==> src/rtl/lfsr_rand_arbiter.sv <==
// Round-robin arbiter that shares one 8-bit LFSR among NREQ requesters.
// Each draw advances the LFSR STEPS times, captures it, then pulses gnt/rand_valid to the winner.
module lfsr_rand_arbiter #(
    parameter int NREQ     = 2,
    parameter int STEPS    = 8,
    parameter int FREE_RUN = 1
) (
    input  logic            clk,
    input  logic            rst_n,
    input  logic [NREQ-1:0] req,
    input  logic [7:0]      lfsr_q,
    output logic            lfsr_step,
    output logic [NREQ-1:0] gnt,
    output logic [7:0]      rand_out,
    output logic            rand_valid,
    output logic            busy,
    output logic            lfsr_fault
);

    localparam int PTR_W = (NREQ > 1) ? $clog2(NREQ) : 1;

    localparam logic [1:0] IDLE    = 2'd0;
    localparam logic [1:0] ADVANCE = 2'd1;
    localparam logic [1:0] CAPTURE = 2'd2;
    localparam logic [1:0] GRANT   = 2'd3;

    localparam logic [7:0]       STEPS_INIT = 8'(STEPS);
    localparam logic [PTR_W-1:0] PTR_RST    = PTR_W'(NREQ - 1);

    logic [1:0]       state_q, state_d;
    logic [7:0]       cnt_q, cnt_d;
    logic [PTR_W-1:0] ptr_q, ptr_d;
    logic [PTR_W-1:0] winner_q, winner_d;
    logic [7:0]       rand_q, rand_d;
    logic             fault_q, fault_d;

    logic             sel_found;
    logic [PTR_W-1:0] sel_idx;
    logic [PTR_W-1:0] cand;

    // Search starts just above the last winner, so it becomes lowest priority.
    always_comb begin
        sel_found = 1'b0;
        sel_idx   = '0;
        cand      = '0;
        for (int i = 1; i <= NREQ; i++) begin
            cand = PTR_W'((int'(ptr_q) + i) % NREQ);
            if (!sel_found && req[cand]) begin
                sel_found = 1'b1;
                sel_idx   = cand;
            end
        end
    end

    // NOTE: every variable gets a default before the case so no path leaves it unassigned (no latch).
    always_comb begin
        state_d  = state_q;
        cnt_d    = cnt_q;
        ptr_d    = ptr_q;
        winner_d = winner_q;
        rand_d   = rand_q;
        fault_d  = fault_q;
        case (state_q)
            IDLE: begin
                if (sel_found) begin
                    winner_d = sel_idx;
                    cnt_d    = STEPS_INIT;
                    state_d  = ADVANCE;
                end
            end
            ADVANCE: begin
                cnt_d = cnt_q - 8'd1;
                if (cnt_q == 8'd1) begin
                    state_d = CAPTURE;
                end
            end
            CAPTURE: begin
                rand_d  = lfsr_q;
                state_d = GRANT;
                if (lfsr_q == 8'h00) begin
                    fault_d = 1'b1;
                end
            end
            GRANT: begin
                ptr_d   = winner_q;
                state_d = IDLE;
            end
            default: state_d = IDLE;
        endcase
    end

    // NOTE: state registers use non-blocking assignments so all flops update from pre-edge values.
    always_ff @(posedge clk or negedge rst_n) begin
        if (!rst_n) begin
            state_q  <= IDLE;
            cnt_q    <= 8'd0;
            ptr_q    <= PTR_RST;
            winner_q <= '0;
            rand_q   <= 8'h00;
            fault_q  <= 1'b0;
        end else begin
            state_q  <= state_d;
            cnt_q    <= cnt_d;
            ptr_q    <= ptr_d;
            winner_q <= winner_d;
            rand_q   <= rand_d;
            fault_q  <= fault_d;
        end
    end

    // Outputs decode only registered state, never req, so they cannot glitch.
    always_comb begin
        gnt = '0;
        if (state_q == GRANT) begin
            gnt[winner_q] = 1'b1;
        end
    end

    assign lfsr_step  = (state_q == ADVANCE) || ((state_q == IDLE) && (FREE_RUN != 0));
    assign rand_valid = (state_q == GRANT);
    assign busy       = (state_q != IDLE);
    assign rand_out   = rand_q;
    assign lfsr_fault = fault_q;

endmodule

==> config.mk <==
export PLATFORM = sky130hd
export DESIGN_NAME = lfsr_rand_arbiter
export DESIGN_NICKNAME = d
export VERILOG_FILES = /design/src/rtl/lfsr_rand_arbiter.sv
export SDC_FILE = /design/constraint.sdc
export NUM_CORES = 1
export LEC_CHECK = 0
export CAP_MARGIN = 20
export CORE_AREA = 2 2 57 46
export DETAILED_ROUTE_END_ITERATION = 12
export DIE_AREA = 0 0 59 48
export GPL_TIMING_DRIVEN = 0
export PLACE_DENSITY_LB_ADDON = 0.1
export SLEW_MARGIN = 15
export SYNTH_ARGS = -nofsm -noshare
export SYNTH_HDL_FRONTEND = slang
export SYNTH_SLANG_ARGS = --single-unit
==> constraint.sdc <==
create_clock -name clk -period 4.44 [get_ports clk]
set_input_delay 0.888 -clock clk [delete_from_list [all_inputs] [get_ports clk]]
set_output_delay 0.888 -clock clk [all_outputs]
set_load 0.005 [all_outputs]
==> results.yml <==
cts:
  clk_pin_slew_worst_paths_ns: 0.12
  cts-htree-levels: 1
  root_buffer: "clkbuf_4"
  cts_sinks: 21
  ctsLongestPathBuffers: 2
  cts_inserted_buffers: 3
  hold_buffers: 0
  cts_tree: "done"
  postCtsSetupBuffers: 0
  cts_resized: 0
  clk_latency_ns: 0.31
global_routing:
  grt_start_max_net_pins: 22
  antenna_found_initial: 0
  grt_pass1_wl_um: 3990
  grt_use_total_pct: 19.2
  first_global_vias: 876
  grt_overflow: 0
floorplan:
  ioPinCount: 26
  initial_core_util_pct: 51.0
  rows: 15
  core-area_sq_mm: 0.00221
  die-area_sq_mm: 0.00283
  dieWidth_um: 59
  dieHeight_um: 48
synth:
  synth-compound-area-share_pct: 14.1
  synth.area.mux_share_pct: 11.6
  synth_top_family_by_area: "simple AND/OR/NAND/NOR gates"
  synth_edf_count: 0
  synth_nets: 124
  syn-cell-area_sq_mm: 0.00113
  synth_top_area_share_pct: 44.3
  yosys.area.top_type: "dfrtp_1"
  ys_top_cells_by_area: "dfrtp_1 44%, mux2_2 9.0%, ha_1 6.7%"
  seq_area_frac_synth_pct: 46.7
  async_flop_share_pct: 100
  avgSynthCellArea_sq_um: 10.6
  yosysWarnings: 0
  synth.distinct_cells: 34
  syn_inst: 106
  synthSimpleGateAreaFrac_pct: 16.1
  synth-adder-area-share_pct: 6.65
  yosysMostFrequentCell: "dfrtp_1"
  ys.flop_type: "dfrtp_1"
  netlist_top_cells_count: "20 x dfrtp_1, 10 x nor2_1, 10 x o21ai_0, 9 x mux2_2"
  ys_seq_elements: 21
  synth_xor_area_share_pct: 0
sta:
  tns_ns: 0
  tightest_slew_ns: 0.920
  fmax_ghz: 0.339
  setup_viol: 0
  rsz0062_at_grt: "no"
  finalClockSkew_ns: 0.00688
  hold_viol: 0
  finalCritPeriodShare_pct: 66.5
  drv_slew: 0
  slew_headroom_pct: 38.5
  post-route-min-period_ns: 2.95
  worst_slack_ns: 1.49
worst_setup_path:
  r2r-end: "cnt_q[4]$_DFFE_PN0P_"
  r2r-start: "state_q[0]$_DFFE_PN0P_"
  critPathLaunch: "state_q[0]$_DFFE_PN0P_"
  cp-start-kind: "flip-flop"
  cp.arrival_ns: 2.06
  crit_path_end_kind: "output port"
  endpoint: "lfsr_step"
  critPathKind: "flip-flop to output port"
  cp_max_fo: 10
  reg2reg_slack_ns: 2.40
  ff2ff_path_depth: 6
  required_ns: 3.55
layout:
  antenna_cells: 0
  drive_gt1_share_pct: 15.6
  multiInputGateArea_sq_um: 547
  fin_nets: 154
  fill_cells: 200
  syn_to_final_growth_pct: 27.4
  register_area_sq_um: 527
pwr:
  ir_drop_mv: 0.306
  p_leak_nw: 0.620
  p_per_area_mw_per_mm2: 664
detailed_routing:
  num_vias: 916
  antenna_left: 0
  avgRoutedWirePerCell_um: 14.8
  drt-initial-drc-count: 31
  drc: 0
  wirelength_um: 2360
  dr.pass1.iters: 4
  drt-vias-per-instance: 5.73
placement:
  io_buffers: 25
  hpwlAfterDp_um: 1770
  place_congestion: 0.861
  place_ws_ns: 1.85
flow_run:
  cap_violations: 0
worst_hold_path:
  hold_path_class: "flip-flop to flip-flop"
outcome:
  status: "completed"
==> worst max-delay path, cell delays in order, from the launching register on <==
cell and delay [ns]:
dfrtp_1 0.43, inv_1 0.10, ha_1 0.20, buf_2 0.17, nor2_1 0.33, inv_1 0.08, clkdlybuf4s50_1 0.45
==> logic make-up after synthesis <==
logic type,count (synthesis)
AO/OA/AOI/OAI,24
adder cells (fa/ha/maj),6
flip-flops,21
AND/OR/NAND/NOR,32
buffers and inverters,11
multiplexers,12
==> registers in the layout, indices dropped and copies added (netlist names) <==
| register | flops |
|---|---|
| ptr_q | 1 |
| rand_out | 8 |
| winner_q | 1 |
| state_q | 2 |
| lfsr_fault | 1 |
| cnt_q | 8 |
==> report_power, final <==
part	switching, mW	internal (mW)
clock network	0.0596	0.0337
registers	0.0667	0.284
logic	0.222	0.288
==> how the worst min path moves through the flow <==
stage,startpoint,to,slack [ns],cells after the start
floorplan,lfsr_fault$_DFFE_PN0P_,lfsr_fault$_DFFE_PN0P_,0.46,1
global placement,lfsr_fault$_DFFE_PN0P_,lfsr_fault$_DFFE_PN0P_,0.45,1
detailed placement,lfsr_fault$_DFFE_PN0P_,lfsr_fault$_DFFE_PN0P_,0.48,1
CTS,lfsr_fault$_DFFE_PN0P_,lfsr_fault$_DFFE_PN0P_,0.51,1
global route,lfsr_fault$_DFFE_PN0P_,lfsr_fault$_DFFE_PN0P_,0.53,1
finish,lfsr_fault$_DFFE_PN0P_,lfsr_fault$_DFFE_PN0P_,0.50,1
==> cell type report <==
cell class,count,area share (%)
buffer,5,2.26
clock buffer,3,1.57
clock inverter,1,0.348
inverter,6,1.57
multi-input combinational,74,38.0
sequential,21,36.6
tap,25,2.18
timing repair buffer,25,17.4
==> placed cells by master (no fill, tap or decap), types with 2 or more instances in the layout <==
cell type / Yosys / final
ha_1: 6 / 6
clkbuf_4: 0 / 3
a211oi_1: 2 / 2
dfrtp_1: 20 / 20
a21oi_1: 3 / 3
inv_1: 6 / 6
nor4_1: 2 / 2
nor2_1: 10 / 10
mux2i_1: 3 / 3
o21ai_0: 10 / 10
o21bai_1: 2 / 2
or3_1: 3 / 3
nand2_1: 5 / 5
mux2_2: 9 / 9
buf_2: 2 / 2
clkdlybuf4s50_1: 0 / 25
nor2b_1: 2 / 2
or3b_2: 2 / 2
or4_1: 2 / 2
==> routing by layer <==
metal / track usage (%) / vias up / share of wire, %
met5: 0 / - / 0
met4: 5.91 / 0 / 0.42
met3: 5.41 / 3 / 4.7
met2: 32.7 / 25 / 47
met1: 24.2 / 447 / 47
li1: - / 441 / -
==> stage by stage <==
stage | hold slack, ns | instances | util (%) | area (sq um) | power [mW]
floorplan | 0.460 | 106 | - | 1130 | 0.650
global route | 0.530 | 160 | 64.9 | 1440 | 1.04
detailed placement | 0.478 | 156 | 63.7 | 1410 | 0.867
finish | 0.502 | 160 | 64.9 | 1440 | 0.954
global placement | 0.455 | 156 | 63.7 | 1410 | 0.842
CTS | 0.507 | 160 | 64.9 | 1440 | 0.962
No activity file was read; power rests on OpenSTA's default activity.
